### src/rtl/seg_scan_arbiter.sv
// seg_scan_arbiter
//   Controller for the eight-digit seven-segment display. It holds the shared
//   32-bit display word, arbitrates round-robin between two writers, and scans
//   the digits with a programmable per-digit dwell.
//
// Parameters
//   PRESCALE    clocks each digit is held before advancing (>= 1)
//
// Ports
//   clk         system clock
//   reset       asynchronous, active-high reset
//   req0/data0  write request + data, requester 0 (CPU)
//   gnt0        one-cycle grant, requester 0
//   req1/data1  write request + data, requester 1 (debug)
//   gnt1        one-cycle grant, requester 1
//   disp_word   current display word
//   digit_idx   digit currently scanned
//   digit       nibble of disp_word selected by digit_idx
//   sel         one-hot digit select
//   frame_done  one-cycle pulse when the digit 7 dwell completes
//
// Build option
//   SEG_LZB_EN  leading-zero blanking: digits above the most significant
//               non-zero nibble get sel = 0 (digit 0 is always shown).
module seg_scan_arbiter #(
  parameter int unsigned PRESCALE = 16
) (
  input  logic        clk,
  input  logic        reset,
  input  logic        req0,
  input  logic [31:0] data0,
  output logic        gnt0,
  input  logic        req1,
  input  logic [31:0] data1,
  output logic        gnt1,
  output logic [31:0] disp_word,
  output logic [2:0]  digit_idx,
  output logic [3:0]  digit,
  output logic [7:0]  sel,
  output logic        frame_done
);

  localparam int PCNT_W = (PRESCALE > 1) ? $clog2(PRESCALE) : 1;
  localparam logic [PCNT_W-1:0] PCNT_MAX = PCNT_W'(PRESCALE - 1);

  logic [31:0]       disp_word_reg;
  logic [2:0]        digit_idx_reg;
  logic [PCNT_W-1:0] pcnt_reg;
  logic              lg_reg;
  logic              gnt0_reg;
  logic              gnt1_reg;
  logic              frame_done_reg;

  logic elig0, elig1;
  logic win0, win1;
  logic [7:0] sel_onehot;

  // A requester still holding req during its own grant cycle is not
  // eligible, so one request never produces two back-to-back grants.
  assign elig0 = req0 & ~gnt0_reg;
  assign elig1 = req1 & ~gnt1_reg;

  // On a tie the requester that did not win last time gets the grant.
  assign win0 = elig0 & (~elig1 | lg_reg);
  assign win1 = elig1 & (~elig0 | ~lg_reg);

  always_ff @(posedge clk or posedge reset) begin
    if (reset) begin
      disp_word_reg  <= '0;
      digit_idx_reg  <= '0;
      pcnt_reg       <= '0;
      lg_reg         <= 1'b1;
      gnt0_reg       <= 1'b0;
      gnt1_reg       <= 1'b0;
      frame_done_reg <= 1'b0;
    end else begin
      gnt0_reg       <= win0;
      gnt1_reg       <= win1;
      frame_done_reg <= 1'b0;
      if (win0 | win1) begin
        // A write restarts the scan at digit 0 and never pulses frame_done.
        disp_word_reg <= win0 ? data0 : data1;
        lg_reg        <= win1;
        digit_idx_reg <= '0;
        pcnt_reg      <= '0;
      end else if (pcnt_reg == PCNT_MAX) begin
        pcnt_reg      <= '0;
        digit_idx_reg <= digit_idx_reg + 3'd1;
        if (digit_idx_reg == 3'd7) begin
          frame_done_reg <= 1'b1;
        end
      end else begin
        pcnt_reg <= pcnt_reg + PCNT_W'(1);
      end
    end
  end

  assign gnt0       = gnt0_reg;
  assign gnt1       = gnt1_reg;
  assign disp_word  = disp_word_reg;
  assign digit_idx  = digit_idx_reg;
  assign frame_done = frame_done_reg;

  assign digit      = disp_word_reg[{digit_idx_reg, 2'b00} +: 4];
  assign sel_onehot = 8'h01 << digit_idx_reg;

`ifdef SEG_LZB_EN
  // digit_live[k] is set when some nibble at position k or above is non-zero.
  logic [7:0] digit_live;

  assign digit_live[0] = 1'b1;

  genvar gi;
  generate
    for (gi = 1; gi < 8; gi++) begin : g_live
      assign digit_live[gi] = |disp_word_reg[31:4*gi];
    end
  endgenerate

  assign sel = sel_onehot & digit_live;
`else
  assign sel = sel_onehot;
`endif

endmodule

### config.mk
export PLATFORM = sky130hd
export DESIGN_NAME = seg_scan_arbiter
export DESIGN_NICKNAME = d
export VERILOG_FILES = /design/src/rtl/seg_scan_arbiter.sv
export SDC_FILE = /design/constraint.sdc
export NUM_CORES = 1
export LEC_CHECK = 0
export BUFFER_PORTS_ARGS = -buffer_cell sky130_fd_sc_hd__buf_2
export CAP_MARGIN = 30
export CORE_MARGIN = 4
export CORE_UTILIZATION = 45
export DETAILED_ROUTE_END_ITERATION = 7
export GPL_TIMING_DRIVEN = 0
export PLACE_DENSITY_LB_ADDON = 0.08
export SETUP_SLACK_MARGIN = 0.1
export SLEW_MARGIN = 20
export SYNTH_ARGS = -nofsm -noshare
export SYNTH_HDL_FRONTEND = slang
export SYNTH_SLANG_ARGS = --single-unit
### constraint.sdc
create_clock -name clk -period 1.6 [get_ports clk]
set_input_delay 0.16 -clock clk [delete_from_list [all_inputs] [get_ports clk]]
set_output_delay 0.16 -clock clk [all_outputs]
set_load 0.01 [all_outputs]
==> summary.log, run 1 <==
[synth] Synth Area in Compound Gates 17.2%
[timing] Final Hold Viols 0
[worst_setup_path] depth of the worst register-to-register path 5
[synth] post-synthesis simple-gate area fraction 16.4%
[worst_setup_path] arrival time of the worst setup path 1.68 ns
[timing] post-route worst hold slack 0.132 ns
[layout] fraction of layout instances using a drive strength above 1 63.1%
[synth] library cell with the largest summed area after synthesis dfrtp_1
[timing] final critical path time including I/O delays and setup 1.84 ns
[synth] flip-flop and latch count after synthesis 43
[worst_setup_path] data required time at the worst endpoint 1.44 ns
[timing] worst-case headroom to the max-slew limit 72.4%
[global_routing] overflow left after global routing 0
[clocking] CTS tree done
[synth] Netlist Area Pre-Place 2260 um2
[power] P_int 2.32 mW
[drt] residual DRC count 0
[power] portion of total power attributed to combinational logic 33.6%
[drt] mean routed wirelength per cell 17.3 um
[timing] clock tree skew after final layout 0.00552 ns
[worst_hold_path] kind of path behind the tightest hold check primary input to register
[floorplanning] Die Area 6230 um2
[global_routing] maximum number of pins on one net before global-route repair 26
[clocking] number of sinks handled by clock tree synthesis 43
[power] share of power burned in the clock network 21.9%
[floorplanning] die width 78.9 um
[drt] post-detailed-routing wire length 6690 um
[timing] Setup-failing EPs final 4
[layout] area added between synthesis and finish 41.9%
[clocking] H-tree depth 2
[power] Sw Share 32.2%
[synth] share of the synthesized area in the top cell type 46.5%
[worst_setup_path] worst setup path class register to output port
[power] maximum resistive drop on vdd 0.641 mV
[layout] final cell area excluding filler cells 3210 um2
[drt] antenna viol nets, final 0
[synth] leading cell types by count after synthesis dfrtp_1 (42), o221a_2 (32), or3_1 (32)
[clocking] Clock Pin Slew Worst Setup and Hold Paths 0.08 ns
[clocking] number of buffers created by CTS 5
[drt] iteration count of the initial detailed-routing pass 4
[synth] top cells by area in the synthesized netlist dfrtp_1 (46%), o221a_2 (16%), or3_1 (8.8%), mux4_2 (8.0%), ha_1 (3.9%)
[worst_setup_path] Worst Setup Start Kind register
[global_routing] antenna violations before repair 0
[synth] Synth Area in Adders 3.87%
[power] switching power total 1.11 mW
[clocking] clock latency on the worst-skew pair 0.29 ns
[synth] synthesis warning total 0
[floorplanning] count of boundary I/O pins 118
[status] status finished, violations left
[place] gpl congestion 0.836
[floorplanning] Std-Cell Core Area 4790 um2
[synth] portion of netlist area occupied by mux cells 8.41%
[worst_hold_path] hold depth 2
[timing] worst setup slack after layout -0.242 ns
[power] sequential power share 44.5%
[layout] layout net count 394
[layout] count of filler cells inserted in the layout 402
[synth] number of instances in the synthesized netlist 188
[floorplanning] Initial Utilization 47.3%
[synth] xor and xnor fraction of the mapped netlist area 1.16%
[timing] fin. max-slew vios 0
[floorplanning] placement row count 25
[synth] syn avg cell area 12.0 um2
[synth] post-synthesis net count 263
[drt] vias 2,078
[clocking] CTS root buffer clkbuf_8
[power] PwrDens 1070 nW/um2
[synth] share of the yosys chip area belonging to registers 47.6%
[clocking] Clock Path Buffers 2
[synth] count of flip-flops with a built-in enable after synthesis 0
[place] cell area after placement 2950 um2
[synth] most used standard cell by instance count after synthesis dfrtp_1
[synth] Cell variety after synth 28
[timing] final critical-path share of the clock period 115%
[job] maxcap violations 0
[place] Detail Placement HPWL 5060 um
[synth] main combinational cell family by area after synthesis compound AO/OA/AOI/OAI gates
[worst_setup_path] capturing element type of the critical path output port
[synth] FFs w/ async S/R, synth 100%
[layout] total inserted antenna cells 0
[drt] detailed router's first-iteration violation count 149
[synth] Synth Flop Type dfrtp_1
[floorplanning] vertical die dimension 78.9 um
[worst_setup_path] highest net fanout along the worst path 5
[layout] flip-flop count of the largest register, all copies and words added 32
[drt] detail-routed via count per cell 5.37
[power] leak pwr 1.51 nW
[global_routing] number of global-route vias before repair 2,005
[global_routing] overall track demand over capacity in global routing 20.9%
[place] number of port buffers 117
[timing] maximum operating frequency 543 MHz
[status] violations in the final reports setup timing
[timing] setup repair after global routing missed its margin true
[global_routing] first-pass GRT wire length 9930 um
[timing] slew at the pin closest to its max-slew limit 0.413 ns
[worst paths after layout]
check | start | end | slack, ns
setup reg to reg | gnt1 | disp_word[20] | 0.15
hold / removal | data0[17] | disp_word[17] | 0.13
max in group asynchronous | reset | lg_reg | 0.64
min in group asynchronous | reset | pcnt_reg[1] | 0.40
hold reg to reg | pcnt_reg[0] | pcnt_reg[0] | 0.48
setup / recovery | digit_idx[0] | digit[1] | -0.24
[cells in the final DEF, fill, tap and decap left out, types with 2 or more instances in the layout]
cell and n:
clkbuf_2 3, o221a_2 32, nor3_1 2, ha_4 3
inv_1 4, buf_2 128, nor2_1 7, mux4_2 8
nand2_2 2, dfrtp_1 41, ha_1 3, xnor2_1 2
or3_1 32, clkbuf_8 8, inv_6 2, nand2_1 11
buf_12 2, and2_1 3, buf_4 3, nor2b_1 3
[metal layers]
layer	global-route usage [%]	vias up	routed length, um
li1	-	972	-
met1	28.4	1002	2780
met2	33.4	91	3390
met3	4.99	13	447
met4	6.36	0	79
met5	0	-	0
[final cells by class]
class,instances,area (um2),share of cell area (%)
Sequential cell,43,1080,33.6
Tap cell,67,83.8,2.61
Buffer,18,123,3.82
Timing Repair Buffer,124,678,21.1
Multi-Input combinational cell,120,1110,34.6
Clock buffer,8,100,3.12
Inverter,7,36.3,1.13
[metrics by stage]
stage / setup TNS [ns] / std cells / utilization (%) / total power, mW / worst slack [ns]
2_1_floorplan: 0 / 188 / - / 2.19 / 0.144
3_3_place_gp: -7.01 / 372 / 61.3 / 2.68 / -0.159
3_5_place_dp: -0.761 / 373 / 61.7 / 2.70 / -0.149
4_1_cts: -0.929 / 385 / 65.4 / 3.45 / -0.253
5_1_grt: -1.17 / 387 / 67.1 / 3.62 / -0.280
6_report: -0.908 / 387 / 67.1 / 3.43 / -0.242
[critical path: stages, from the launching register on]
cell and delay [ns]:
dfrtp_2 0.43, clkbuf_16 0.17, mux4_2 0.51, nand2_1 0.09, nand2_1 0.06, buf_2 0.14
[power by group through the flow]
stage	Sequential (mW)	Combinational, mW	Clock [mW]
CTS	1.53	1.16	0.764
detailed placement	1.55	1.16	0
finish	1.53	1.15	0.751
global placement	1.54	1.13	0
floorplan	1.60	0.588	0
global route	1.56	1.25	0.806
[cell families (layout without fill, tap and decap cells)]
family | Yosys count | after routing
XOR/XNOR | 3 | 3
AO/OA/AOI/OAI | 35 | 35
multiplexers | 9 | 9
buffers and inverters | 25 | 157
adder cells (fa/ha/maj) | 7 | 7
flip-flops | 43 | 43
AND/OR/NAND/NOR | 66 | 66
[what timing repair did]
item                                    4_1_cts  5_1_grt
endpoints found under the setup margin       11       17
gates resized for setup                      13       14
pin swaps                                     1        1
gates cloned                                  1        1
buffers inserted                              2        1
hold buffers                                  1        0
hold endpoints to repair                     18        0
Power figures use the tool's default switching activity.
==> inputs of run 2 (changes only) <==
--- a/config.mk
+++ b/config.mk
@@ -8,7 +8,7 @@
 export BUFFER_PORTS_ARGS = -buffer_cell sky130_fd_sc_hd__buf_2
 export CAP_MARGIN = 30
 export CORE_MARGIN = 4
-export CORE_UTILIZATION = 45
+export CORE_UTILIZATION = 33
 export DETAILED_ROUTE_END_ITERATION = 7
 export GPL_TIMING_DRIVEN = 0
 export PLACE_DENSITY_LB_ADDON = 0.08
==> run 2 against run 1 <==
  * The run still ends with setup timing left
  * Non-clock buffer count up 1
  * Worst setup slack better by 0.035 ns
  * Worst hold slack got worse by 0.0031 ns
  * Core utilization decreased by 17 points
  * Fmax up 2.0%
  * Final area increased by 2.2%
  * Sequential power hardly changed
  * Global-route usage down 3.1 points
  * Largest power group unchanged
==> summary.log, run 2 (synthesis results as in run 1) <==
[global_routing] overall track demand over capacity in global routing 17.8%
[global_routing] overflow left after global routing 0
[worst_setup_path] data required time at the worst endpoint 1.44 ns
[global_routing] number of global-route vias before repair 2,207
[clocking] CTS tree done
[power] maximum resistive drop on vdd 0.413 mV
[timing] clock tree skew after final layout 0.00788 ns
[drt] vias 2,041
[clocking] CTS root buffer clkbuf_8
[timing] Setup-failing EPs final 8
[place] Detail Placement HPWL 5420 um
[drt] post-detailed-routing wire length 7220 um
[worst_hold_path] kind of path behind the tightest hold check primary input to register
[timing] final critical path time including I/O delays and setup 1.81 ns
[floorplanning] Std-Cell Core Area 6490 um2
[floorplanning] placement row count 29
[clocking] number of sinks handled by clock tree synthesis 43
[layout] fraction of layout instances using a drive strength above 1 66.0%
[clocking] Clock Path Buffers 2
[floorplanning] count of boundary I/O pins 118
[layout] layout net count 395
[timing] worst-case headroom to the max-slew limit 75.3%
[layout] most frequent standard cell in the layout excluding fill and tap cells buf_2
[worst_setup_path] highest net fanout along the worst path 5
[global_routing] maximum number of pins on one net before global-route repair 29
[status] violations in the final reports setup timing
[power] leak pwr 1.53 nW
[floorplanning] vertical die dimension 90.8 um
[layout] area added between synthesis and finish 45.0%
[timing] fin. max-slew vios 0
[power] PwrDens 1050 nW/um2
[global_routing] first-pass GRT wire length 11,600 um
[timing] worst setup slack after layout -0.207 ns
[drt] mean routed wirelength per cell 18.1 um
[clocking] number of buffers created by CTS 5
[layout] most used cells in the layout excluding fill and tap cells buf_2 (123), dfrtp_1 (40), o221a_2 (32)
[drt] detailed router's first-iteration violation count 74
[clocking] Clock Pin Slew Worst Setup and Hold Paths 0.08 ns
[layout] count of filler cells inserted in the layout 605
[timing] slew at the pin closest to its max-slew limit 0.370 ns
[place] Cell Count Post-Placement 383
[timing] Post-Route Setup TNS -0.886 ns
[layout] total inserted antenna cells 0
[drt] iteration count of the initial detailed-routing pass 5
[clocking] clock latency on the worst-skew pair 0.29 ns
[global_routing] antenna violations before repair 0
[worst_setup_path] capturing element type of the critical path output port
[place] gpl congestion 0.759
[worst_setup_path] worst setup path class register to output port
[floorplanning] die width 90.8 um
[worst_setup_path] Worst Setup Start Kind register
[worst_setup_path] arrival time of the worst setup path 1.65 ns
[timing] setup repair after global routing missed its margin true
[status] status finished, violations left
[drt] detail-routed via count per cell 5.13
[job] maxcap violations 0
[drt] antenna viol nets, final 0
[layout] flip-flop count of the largest register, all copies and words added 32
[timing] Final Hold Viols 0
[layout] fin cells 398
[floorplanning] Die Area 8240 um2
[timing] maximum operating frequency 553 MHz
[timing] final critical-path share of the clock period 113%
[drt] residual DRC count 0
[place] number of port buffers 117
[floorplanning] Initial Utilization 34.8%
[clocking] H-tree depth 2
run 2: changes by cell type in the layout (fill, tap and decap cells not counted), sizes merged:
cell,change
buf,-1
clkbuf,+1
clkinv,+1
run 2: final timing paths:
| check | from | to | slack [ns] | cells after the start |
|---|---|---|---|---|
| hold / removal | data0[1] | disp_word[1] | 0.13 | 2 |
| setup / recovery | digit_idx[0] | digit[2] | -0.21 | 5 |
| max in group asynchronous | reset | lg_reg | 0.67 | 4 |
| hold reg to reg | pcnt_reg[0] | pcnt_reg[0] | 0.47 | 1 |
| min in group asynchronous | reset | disp_word[5] | 0.38 | 3 |
| setup reg to reg | gnt1 | disp_word[0] | 0.15 | 5 |
run 2: final cells by class:
class / instances / area [um2] / share of cell area (%)
flip-flops and latches: 43 / 1080 / 32.9
multi-input cells: 120 / 1130 / 34.6
well taps: 77 / 96.3 / 2.94
clock inverters: 1 / 5.00 / 0.153
inverters: 7 / 36.3 / 1.11
plain buffers: 18 / 133 / 4.04
clock buffers: 7 / 86.3 / 2.63
repair buffers: 125 / 711 / 21.7
run 2: report_power, final:
part / switching (mW) / internal [mW]
sequential: 0.198 / 1.32
clock: 0.358 / 0.348
combinational: 0.570 / 0.640
total: 1.13 / 2.31
run 2: critical path: stages (launching register included):
cell,delay [ns]
dfrtp_2,0.42
clkbuf_16,0.17
mux4_2,0.50
nand2_2,0.09
nand2_2,0.06
buf_6,0.12
run 2: what timing repair did:
item / in CTS / in global routing
gates resized for setup: 23 / 24
pin swaps: 1 / 3
endpoints found under the hold margin: 15 / 0
gates cloned: 1 / 1
hold buffers: 1 / 0
buffers inserted: 2 / 2
endpoints found under the setup margin: 11 / 35
run 2: routing by layer:
layer	vias up	track usage, %	routed length [um]
met5	-	0	0
met4	0	4.90	78
met3	8	3.58	381
met2	70	30.0	3570
met1	989	23.4	3190
li1	974	-	-
run 2: stage by stage:
step	hold WS, ns	worst slack [ns]	util, %	power [mW]	cell area [um2]
after floorplan	0.346	0.144	-	2.19	2260
after global placement	0.432	-0.196	45.4	2.71	2950
after detailed placement	0.162	-0.205	45.7	2.72	2970
after CTS	0.118	-0.204	48.9	3.46	3180
after global routing	0.120	-0.267	50.5	3.67	3280
final	0.129	-0.207	50.5	3.44	3280
==> inputs of run 3 (changes only) <==
--- a/config.mk
+++ b/config.mk
@@ -12,7 +12,6 @@
 export DETAILED_ROUTE_END_ITERATION = 7
 export GPL_TIMING_DRIVEN = 0
 export PLACE_DENSITY_LB_ADDON = 0.08
-export SETUP_SLACK_MARGIN = 0.1
 export SLEW_MARGIN = 20
 export SYNTH_ARGS = -nofsm -noshare
 export SYNTH_HDL_FRONTEND = slang
==> run 3 against run 2 <==
  * Worst setup slack better by 0.011 ns
  * Sequential share of layout area is 0.98 points higher
  * Sequential cell count unchanged
  * Count of clock-buffer cells in the layout did not move
  * Combinational power down 4%
  * Clock power up 1%
  * Via count decreased by 0.98%
  * The run still ends with setup timing left
  * Critical endpoint unchanged
  * Critical path depth is the same
  * Routed wire length fell by 3.2%
==> summary.log, run 3 (synthesis results as in run 1) <==
[power] maximum resistive drop on vdd 0.347 mV
[power] sequential power share 44.9%
[clocking] Clock Pin Slew Worst Setup and Hold Paths 0.08 ns
[place] Detail Placement HPWL 5490 um
[drt] vias 2,021
[worst_setup_path] arrival time of the worst setup path 1.64 ns
[power] P_int 2.29 mW
[timing] worst-case headroom to the max-slew limit 72.7%
[layout] layout net count 394
[layout] fraction of layout instances using a drive strength above 1 62.2%
[timing] final critical-path share of the clock period 112%
[timing] Post-Route Setup TNS -0.854 ns
[timing] worst setup slack after layout -0.196 ns
[worst_setup_path] highest net fanout along the worst path 5
[power] leak pwr 1.51 nW
[timing] final critical path time including I/O delays and setup 1.80 ns
[drt] mean routed wirelength per cell 17.6 um
[timing] slew at the pin closest to its max-slew limit 0.408 ns
[clocking] Clock Path Buffers 2
[floorplanning] count of boundary I/O pins 118
[job] maxcap violations 0
[layout] flip-flop count of the largest register, all copies and words added 32
[clocking] number of buffers created by CTS 5
[global_routing] maximum number of pins on one net before global-route repair 27
[layout] most used cells in the layout excluding fill and tap cells buf_2 (126), dfrtp_1 (41), or3_1 (32), o221a_2 (32), nand2_1 (12)
[global_routing] overflow left after global routing 0
[status] status finished, violations left
[worst_setup_path] worst setup path class register to output port
[global_routing] number of global-route vias before repair 2,123
[global_routing] first-pass GRT wire length 11,100 um
[worst_setup_path] data required time at the worst endpoint 1.44 ns
[power] switching power total 1.13 mW
[floorplanning] Initial Utilization 34.8%
[timing] clock tree skew after final layout 0.00731 ns
[layout] area added between synthesis and finish 40.7%
[timing] maximum operating frequency 557 MHz
[clocking] CTS tree done
[worst_setup_path] capturing element type of the critical path output port
[global_routing] antenna violations before repair 0
[timing] fin. max-slew vios 0
[status] violations in the final reports setup timing
[global_routing] overall track demand over capacity in global routing 17.0%
[drt] antenna viol nets, final 0
[floorplanning] placement row count 29
[floorplanning] Die Area 8240 um2
[power] portion of total power attributed to combinational logic 34.1%
[worst_hold_path] kind of path behind the tightest hold check primary input to register
[floorplanning] vertical die dimension 90.8 um
[floorplanning] die width 90.8 um
[timing] setup repair after global routing missed its margin true
[clocking] CTS root buffer clkbuf_8
[floorplanning] Std-Cell Core Area 6490 um2
[layout] count of filler cells inserted in the layout 634
[drt] residual DRC count 0
[clocking] H-tree depth 2
[timing] Setup-failing EPs final 8
[power] Sw Share 33.0%
[power] PwrDens 1070 nW/um2
[worst_setup_path] Worst Setup Start Kind register
[drt] detailed router's first-iteration violation count 74
[clocking] clock latency on the worst-skew pair 0.29 ns
[layout] most frequent standard cell in the layout excluding fill and tap cells buf_2
[power] share of power burned in the clock network 21.0%
[place] gpl congestion 0.772
[layout] total inserted antenna cells 0
[place] number of port buffers 117
[timing] Final Hold Viols 0
[drt] iteration count of the initial detailed-routing pass 4
[place] setup slack at placement -0.194 ns
[clocking] number of sinks handled by clock tree synthesis 43
[drt] post-detailed-routing wire length 6990 um
[drt] detail-routed via count per cell 5.09
[run 3: changes by cell type in the layout (fill, tap and decap cells not counted), sizes merged]
cell    before  now
clkbuf      15   12
buf        134  136
[run 3: power by group through the flow]
stage / clock [mW] / sequential [mW] / combinational, mW
after floorplan: 0 / 1.60 / 0.588
after global placement: 0 / 1.55 / 1.16
after detailed placement: 0 / 1.55 / 1.17
after CTS: 0.735 / 1.53 / 1.19
after global routing: 0.792 / 1.57 / 1.28
final: 0.715 / 1.53 / 1.16
[run 3: metrics by stage]
step                power, mW  instance area (um2)  utilization (%)  hold WS [ns]  cells
finish                   3.41                 3180             49.0         0.130    397
global route             3.64                 3180             49.0         0.115    397
CTS                      3.46                 3110             47.9         0.120    394
detailed placement       2.72                 2960             45.6         0.177    383
global placement         2.71                 2940             45.3         0.432    382
floorplan                2.19                 2260                -         0.346    188
[run 3: worst max-delay path, stage by stage (launching register included)]
cell and delay [ns]:
dfrtp_2 0.42, buf_12 0.14, mux4_2 0.51, nand2_1 0.08, nand2_1 0.06, buf_2 0.14
[run 3: path summary, 6_finish.rpt]
kind,start,end,slack [ns],cells past startpoint
worst max-delay path,digit_idx[0],digit[2],-0.20,5
worst min register to register,pcnt_reg[0],pcnt_reg[0],0.48,1
worst min-delay path,data0[20],disp_word[20],0.13,2
max in group asynchronous,reset,lg_reg,0.66,4
worst max register to register,lg_reg,disp_word[13],0.12,4
min in group asynchronous,reset,disp_word[1],0.40,3
[run 3: routing by layer]
metal,wire length [um],up-vias,GRT usage [%]
li1,-,975,-
met1,3020,982,21.0
met2,3460,58,29.2
met3,459,6,5.17
met5,0,-,0
met4,60,0,3.77
[run 3: layout make-up]
cell class                      count  area (um2)  share of cell area, %
Timing Repair Buffer              124         683                   21.5
Sequential cell                    43        1080                   33.9
Multi-Input combinational cell    120        1080                   34.1
Tap cell                           77        96.3                   3.03
Inverter                            7        26.3                  0.826
Clock buffer                        7        86.3                   2.71
Buffer                             18         121                   3.81
Clock inverter                      1        5.00                  0.157
[run 3: timing repair]
| action | CTS | global route |
|---|---|---|
| hold endpoints to repair | 17 | 0 |
| setup endpoints to repair | 11 | 11 |
| buffers inserted | 2 | 2 |
| gates cloned | 0 | 1 |
| pin swaps | 0 | 2 |
| hold buffers | 1 | 0 |
| gates resized for setup | 8 | 11 |
